### config.mk
export PLATFORM = sky130hd
export DESIGN_NAME = id_ex_stage
export DESIGN_NICKNAME = d
export VERILOG_FILES = /design/src/rtl/ctrl_encode_def.sv /design/src/rtl/fwd_unit.sv /design/src/rtl/id_ex_stage.sv
export SDC_FILE = /design/constraint.sdc
export NUM_CORES = 1
export LEC_CHECK = 0
export BUFFER_PORTS_ARGS = -buffer_cell sky130_fd_sc_hd__clkbuf_2
export CORE_UTILIZATION = 45
export DETAILED_ROUTE_END_ITERATION = 7
export PLACE_DENSITY = 0.78
export SLEW_MARGIN = 10
export SYNTH_ARGS = -nofsm -noshare
export SYNTH_HDL_FRONTEND = slang
export SYNTH_SLANG_ARGS = --single-unit
### constraint.sdc
create_clock -name clk -period 6.2 [get_ports clk]
set_input_delay 0.31 -clock clk [delete_from_list [all_inputs] [get_ports clk]]
set_output_delay 0.31 -clock clk [all_outputs]
set_load 0.01 [all_outputs]
### src/rtl/ctrl_encode_def.sv
// Shared control encodings for the pipeline: ALU opcodes and the ID/EX stage
// register layout used by the execute-side logic.
package ctrl_encode_def;

    typedef enum logic [3:0] {
        ALU_NOP  = 4'h0,
        ALU_ADD  = 4'h1,
        ALU_SUB  = 4'h2,
        ALU_AND  = 4'h3,
        ALU_OR   = 4'h4,
        ALU_XOR  = 4'h5,
        ALU_NOR  = 4'h6,
        ALU_SLL  = 4'h7,
        ALU_SRL  = 4'h8,
        ALU_SRA  = 4'h9,
        ALU_SLT  = 4'hA,
        ALU_SLTU = 4'hB,
        ALU_LUI  = 4'hC
    } alu_op_e;

    typedef struct packed {
        logic        valid;
        logic [4:0]  rs;
        logic [4:0]  rt;
        logic [31:0] rdata_a;
        logic [31:0] rdata_b;
        logic [31:0] imm;
        logic        alusrc;
        alu_op_e     aluop;
        logic [4:0]  shamt;
        logic [4:0]  wreg;
        logic        regwrite;
        logic        memread;
        logic        memwrite;
    } id_ex_t;

    // Bubble: no architectural side effects; data fields zeroed for determinism.
    function automatic id_ex_t id_ex_bubble();
        id_ex_t b;
        b       = '0;
        b.aluop = ALU_NOP;
        return b;
    endfunction

endpackage

### src/rtl/fwd_unit.sv
// Operand forwarding mux for one source register: EX/MEM beats MEM/WB beats
// the register-file value captured in the stage register.
module fwd_unit (
    input  logic [4:0]  src_reg,
    input  logic [31:0] reg_data,
    input  logic        exm_regwrite,
    input  logic [4:0]  exm_wreg,
    input  logic [31:0] exm_result,
    input  logic        mw_regwrite,
    input  logic [4:0]  mw_wreg,
    input  logic [31:0] mw_wdata,
    output logic [31:0] fwd_data
);

    logic exm_hit;
    logic mw_hit;

    // $0 is hardwired to zero, so a write "to" it must never be forwarded.
    assign exm_hit = exm_regwrite && (exm_wreg != 5'd0) && (exm_wreg == src_reg);
    assign mw_hit  = mw_regwrite  && (mw_wreg  != 5'd0) && (mw_wreg  == src_reg);

    always_comb begin
        // NOTE: default first so every path assigns fwd_data and no latch is inferred.
        fwd_data = reg_data;
        if (exm_hit) begin
            fwd_data = exm_result;
        end else if (mw_hit) begin
            fwd_data = mw_wdata;
        end
    end

endmodule

### src/rtl/id_ex_stage.sv
// ID/EX pipeline register with load-use hazard detection and EX-stage operand
// forwarding from the EX/MEM and MEM/WB stages.
module id_ex_stage
    import ctrl_encode_def::*;
(
    input  logic        clk,
    input  logic        rst,
    input  logic        id_valid,
    input  logic [4:0]  id_rs,
    input  logic [4:0]  id_rt,
    input  logic        id_uses_rt,
    input  logic [31:0] id_rdata_a,
    input  logic [31:0] id_rdata_b,
    input  logic [31:0] id_imm,
    input  logic        id_alusrc,
    input  logic [3:0]  id_aluop,
    input  logic [4:0]  id_shamt,
    input  logic [4:0]  id_wreg,
    input  logic        id_regwrite,
    input  logic        id_memread,
    input  logic        id_memwrite,
    input  logic        flush,
    input  logic        hold,
    input  logic        exm_regwrite,
    input  logic [4:0]  exm_wreg,
    input  logic [31:0] exm_result,
    input  logic        mw_regwrite,
    input  logic [4:0]  mw_wreg,
    input  logic [31:0] mw_wdata,
    output logic [31:0] alu_a,
    output logic [31:0] alu_b,
    output logic [3:0]  alu_op,
    output logic [4:0]  alu_shamt,
    output logic [31:0] ex_store_data,
    output logic        ex_valid,
    output logic        ex_regwrite,
    output logic        ex_memread,
    output logic        ex_memwrite,
    output logic [4:0]  ex_wreg,
    output logic        stall
);

    id_ex_t      stage_q;
    id_ex_t      stage_d;
    id_ex_t      id_in;
    logic        load_use;
    logic [31:0] fwd_rs;
    logic [31:0] fwd_rt;

    always_comb begin
        id_in          = '0;
        id_in.valid    = id_valid;
        id_in.rs       = id_rs;
        id_in.rt       = id_rt;
        id_in.rdata_a  = id_rdata_a;
        id_in.rdata_b  = id_rdata_b;
        id_in.imm      = id_imm;
        id_in.alusrc   = id_alusrc;
        id_in.aluop    = alu_op_e'(id_aluop);
        id_in.shamt    = id_shamt;
        id_in.wreg     = id_wreg;
        id_in.regwrite = id_regwrite;
        id_in.memread  = id_memread;
        id_in.memwrite = id_memwrite;
    end

    // A load in EX cannot supply its data until MEM, so a dependent ID op waits one cycle.
    assign load_use = stage_q.valid && stage_q.memread && (stage_q.wreg != 5'd0)
                   && ((stage_q.wreg == id_rs) || (id_uses_rt && (stage_q.wreg == id_rt)));
    assign stall    = load_use && id_valid && !flush && !hold;

    always_comb begin
        stage_d = stage_q;
        if (hold) begin
            stage_d = stage_q;
        end else if (flush || stall) begin
            stage_d = id_ex_bubble();
        end else begin
            stage_d = id_in;
        end
    end

    always_ff @(posedge clk or posedge rst) begin
        if (rst) begin
            // NOTE: non-blocking assignments for flops so every register samples pre-edge values.
            stage_q <= id_ex_bubble();
        end else begin
            stage_q <= stage_d;
        end
    end

    fwd_unit u_fwd_rs (
        .src_reg      (stage_q.rs),
        .reg_data     (stage_q.rdata_a),
        .exm_regwrite (exm_regwrite),
        .exm_wreg     (exm_wreg),
        .exm_result   (exm_result),
        .mw_regwrite  (mw_regwrite),
        .mw_wreg      (mw_wreg),
        .mw_wdata     (mw_wdata),
        .fwd_data     (fwd_rs)
    );

    fwd_unit u_fwd_rt (
        .src_reg      (stage_q.rt),
        .reg_data     (stage_q.rdata_b),
        .exm_regwrite (exm_regwrite),
        .exm_wreg     (exm_wreg),
        .exm_result   (exm_result),
        .mw_regwrite  (mw_regwrite),
        .mw_wreg      (mw_wreg),
        .mw_wdata     (mw_wdata),
        .fwd_data     (fwd_rt)
    );

    assign alu_a         = fwd_rs;
    assign alu_b         = stage_q.alusrc ? stage_q.imm : fwd_rt;
    assign ex_store_data = fwd_rt;
    assign alu_op        = stage_q.aluop;
    assign alu_shamt     = stage_q.shamt;
    assign ex_valid      = stage_q.valid;
    assign ex_regwrite   = stage_q.regwrite;
    assign ex_memread    = stage_q.memread;
    assign ex_memwrite   = stage_q.memwrite;
    assign ex_wreg       = stage_q.wreg;

endmodule

Word-level counts from Yosys, hierarchy flattened --
Index checks and enable logic that the tools add are counted.
Cells by class: eq/ne operators 6, muxes and demuxes 6, reductions and logical operators 20
Operator list (number):
- 32-bit two-way mux | 5
- 125-bit two-way mux | 1
- 5-bit equality test | 6
- 5-bit nonzero test | 3
- 1-bit logical AND | 13
- 1-bit zero test | 2
- 1-bit logical OR | 2
Storage, ports and cells: word-level logic and storage cells 45, bits of input ports 206, bits in registers 125

Longest topological paths before layout --
depth in word-level cells 9, depth in mapped cells 8, depth with buffers taken out 5

Hierarchy --
From an unflattened synthesis, not the netlist that was laid out.
Second synthesis, totals: cells, all modules 1023, area, all modules 8740.9 um2
By module, submodules not included:
- id_ex_stage | area an instance 6406.1 um2, times used 1, sequential area each 3128.0 um2, cells an instance 653
- fwd_unit | area an instance 1167.4 um2, times used 2, sequential area each 0.0 um2, cells an instance 185

Worst setup path before layout --
OpenSTA, ideal clock, no wires.
kind register to output, start point reg stage_q[116] in the netlist's numbering, end point out alu_b[13], data arrival time 2.033 ns, buffers on the path 2, stages on the path, launching flop included 8, required time 5.890 ns, path slack 3.857 ns, path through dfrtp_1 xor2_1 or2_1 clkbuf_1 nor3_2 clkbuf_1 a211oi_1 o31ai_1
Between the ends: cells in the longest elaborated chain, start to end 5, elaborated cells on any way between the ends 7, those cells by class eq/ne (2); mux (3); reduce/logical (2)
RTL lines:
- start, declared | line id_ex_stage.sv:43 | id_ex_t stage_q;
- start signal, assigned | line id_ex_stage.sv:86 | stage_q <= id_ex_bubble();
- start signal, assigned | line id_ex_stage.sv:88 | stage_q <= stage_d;
- 5-bit equality test | line fwd_unit.sv:20 | assign mw_hit = mw_regwrite && (mw_wreg != 5'd0) && (mw_wreg == src_reg);
- 1-bit logical AND | line fwd_unit.sv:20
- 32-bit two-way mux | line fwd_unit.sv:27 | end else if (mw_hit) begin
- 32-bit two-way mux * | line fwd_unit.sv:25 | if (exm_hit) begin
- 32-bit two-way mux * | line id_ex_stage.sv:117 | assign alu_b = stage_q.alusrc ? stage_q.imm : fwd_rt;
- end, declared | line id_ex_stage.sv:31 | output logic [31:0] alu_b,
Mark *: on every way between the ends. The rest lies on a longest branch, timed or not.

Final worst setup path --
start point reg stage_q[115] in the netlist's numbering, end point out alu_b[17]
Same word-level chain as after synthesis.

==> impl_metrics.env <==
export IMPL_hold_buffers=1
export IMPL_vias=7359
export IMPL_worstMarginPinSlew_ps=1180
export IMPL_syn_avg_cell_area_um2=10.4
export IMPL_cts_resized=0
export IMPL_cts_tree="done"
export IMPL_max_stage_delay_ps=440
export IMPL_critPathMaxFanout=20
export IMPL_cts_buffers=17
export IMPL_dpl_instance_area_um2=8660
export IMPL_die_height_um=128
export IMPL_startpoint_type="flop"
export IMPL_async_flop_share_pct=100
export IMPL_crit_top_cell="buf_4"
export IMPL_comb_power_share_pct=19.7
export IMPL_routed_wl_um=27700
export IMPL_ys_flop_type="dfrtp_1"
export IMPL_track_usage_pct=33.9
export IMPL_rows=45
export IMPL_ant_nets=0
export IMPL_nFillCells=1334
export IMPL_endpoint_kind="output port"
export IMPL_outcome="finished, final reports clean"
export IMPL_leakage_nw=4.34
export IMPL_clk_pin_slew_ps=60
export IMPL_skew_ps=5.66
export IMPL_required_ps=5890
export IMPL_syn2layout_area_growth_pct=30.9
export IMPL_die_x_um=128
export IMPL_slew_viol_final=0
export IMPL_clkLatencyLatePin_ps=410
export IMPL_wl_per_cell_um=23.5
export IMPL_muxShareOfSynthArea_pct=7.02
export IMPL_hold_violations=0
export IMPL_grt_overflow=0
export IMPL_layout_worst_path_cycle_share_pct=54.8
export IMPL_min_path_type="input port to flop"
export IMPL_setup_tns_ps=0
export IMPL_nets=1154
export IMPL_clock_sinks=125
export IMPL_synth_xor_area_share_pct=3.69
export IMPL_synth_area_um2=7120
export IMPL_core_um2=15300
export IMPL_layout_cells_non_filler=1176
export IMPL_port_buffers=320
export IMPL_ys_types=37
export IMPL_synth_fa_ha_area_share_pct=0
export IMPL_layout_commonest_cell="clkbuf_2"
export IMPL_cts_root_buf="clkbuf_16"
export IMPL_viasPerCell=6.26
export IMPL_grt_pass1_vias=6946
export IMPL_grt_pass1_wl_um=41300
export IMPL_fmax_ghz=0.294
export IMPL_io_pins=321
export IMPL_cp_cell_sequence="xor2_1 > or2_1 > buf_4 > nor3_2 > buf_4 > a211oi_1 > o31ai_1 > clkbuf_2"
export IMPL_antenna_found_initial=5
export IMPL_synth_top_family_by_area="compound AO/OA/AOI/OAI gates"
export IMPL_pwr_density_cell_nw_per_um2=272
export IMPL_start_util_pct=46.5
export IMPL_drive_above_1_share_pct=40.2
export IMPL_max_vdd_ir_drop_mv=0.203
export IMPL_cts_setup_buffers=0
export IMPL_cts_buffer_depth=2
export IMPL_design_area_um2=9330
export IMPL_relSlewSlack_pct=21.4
export IMPL_finalPower_w=0.00253
export IMPL_drt_iter0_markers=809
export IMPL_dp_cells=1139
export IMPL_p_int_w=0.00182
export IMPL_setup_viol=0
export IMPL_rsz0062_at_grt="false"
export IMPL_synth_seq_area_share_pct=43.9
export IMPL_grt_max_degree=90
export IMPL_synthSimpleGateAreaFrac_pct=10.3
export IMPL_power_frac_seq_pct=37.0
export IMPL_firstDrtPassIters=6
export IMPL_gp_congestion=1.02
export IMPL_ys_warn_count=0
export IMPL_min_period_ps=3400
export IMPL_p_sw_share_pct=28.3
export IMPL_cap_violations=0
export IMPL_power_net_switching_w=0.000716
export IMPL_hpwl_um=19500
export IMPL_cp_slowest_cell="dfrtp_1"
export IMPL_synth_edf_count=0
export IMPL_synth_compound_area_share_pct=28.5
export IMPL_ys_ff_latch=125
export IMPL_die_area_um2=16300
export IMPL_worst_setup_path_type="flop to output port"
export IMPL_clockPowerShare_pct=43.2
export IMPL_synth_fp_nets=893
export IMPL_mostFrequentLayoutCells="clkbuf_2 (319), dfrtp_1 (124), a32o_1 (114)"
export IMPL_htreeDepth=4
export IMPL_worstPathArrival_ps=3090
export IMPL_drcViolationCount=0
export IMPL_synthCells=687
==> final cells by class <==
cell class                 instances  area [um^2]  area share [%]
sequential                       125         3130            33.5
inverter                           2         12.5           0.134
multi-input combinational        466         3540            37.9
timing repair buffer             336         1730            18.5
clock buffer                      18          429            4.60
antenna                            4         10.0           0.107
clock inverter                    14          216            2.32
tap                              211          264            2.83
==> worst paths after layout <==
check                             start      endpoint  slack (ps)  cells after the start
min                          id_imm[10]   stage_q[28]         140                      2
min in group asynchronous           rst  stage_q[104]         470                      3
max                        stage_q[115]     alu_b[17]        2800                      8
min reg2reg                stage_q[108]  stage_q[108]         490                      1
max reg2reg                  ex_wreg[4]   stage_q[71]        3360                      6
max in group asynchronous           rst   stage_q[44]        4330                      4
==> metrics by stage <==
step / util (%) / hold WS (ps) / setup WS (ps)
after CTS: 60.8 / 122 / 2840
after floorplan: - / 458 / 2560
after detailed placement: 56.6 / 352 / 3170
final: 60.9 / 139 / 2800
after global routing: 60.9 / 121 / 2660
after global placement: 56.6 / 354 / 3240
==> worst max-delay path, delay by kind of cell, from the launching register on <==
family / cells / cell delay, ps
and+or+nand+nor: 2 / 850
xor gates and xnor gates: 1 / 170
DFF: 1 / 440
AOI/OAI and AO/OA: 2 / 410
buffers and inverters: 3 / 800
==> cells in the mapped netlist, types with 11 or more instances <==
cell / instances / area share (%)
nand4_1: 19 / 1.7
o31a_1: 16 / 2.0
a32o_1: 114 / 16
buf_4: 16 / 1.7
a22o_1: 11 / 1.4
o31ai_1: 32 / 3.4
dfrtp_1: 125 / 44
nand2_1: 17 / 0.90
mux2i_1: 32 / 4.5
nor2_1: 70 / 3.7
mux2_2: 11 / 1.7
a31oi_1: 16 / 1.4
nor3_1: 18 / 1.3
nor3b_1: 11 / 1.2
a211oi_1: 16 / 1.7
a21oi_1: 32 / 2.2
xnor2_1: 15 / 1.8
xor2_1: 15 / 1.8
clkbuf_1: 57 / 3.0
==> power groups by stage <==
| stage | sequential (W) | clock, W | combinational, W |
|---|---|---|---|
| finish | 0.000937 | 0.00110 | 0.000500 |
| global route | 0.000942 | 0.00114 | 0.000538 |
| CTS | 0.000935 | 0.00111 | 0.000498 |
| detailed placement | 0.000949 | 0 | 0.000494 |
| global placement | 0.000947 | 0 | 0.000491 |
| floorplan | 0.000924 | 0 | 0.000291 |
==> per-layer routing <==
layer	GRT usage (%)	share of wire [%]
met5	0	0.058
met4	10.4	1.7
met3	8.97	10
met2	51.5	46
met1	47.2	43
==> registers in the layout, summed over array words and instances, names as in the netlist <==
| name | count |
|---|---|
| ex_wreg | 5 |
| alu_shamt | 5 |
| alu_op | 4 |
| ex_memwrite | 1 |
| ex_memread | 1 |
| ex_regwrite | 1 |
| stage_q | 107 |
| ex_valid | 1 |
==> kinds of logic after synthesis <==
logic type      after synthesis
buf+inv                      96
compound gates              240
xor+xnor                     30
flops                       125
simple gates                148
mux                          48
No activity file was read; power rests on OpenSTA's default activity.
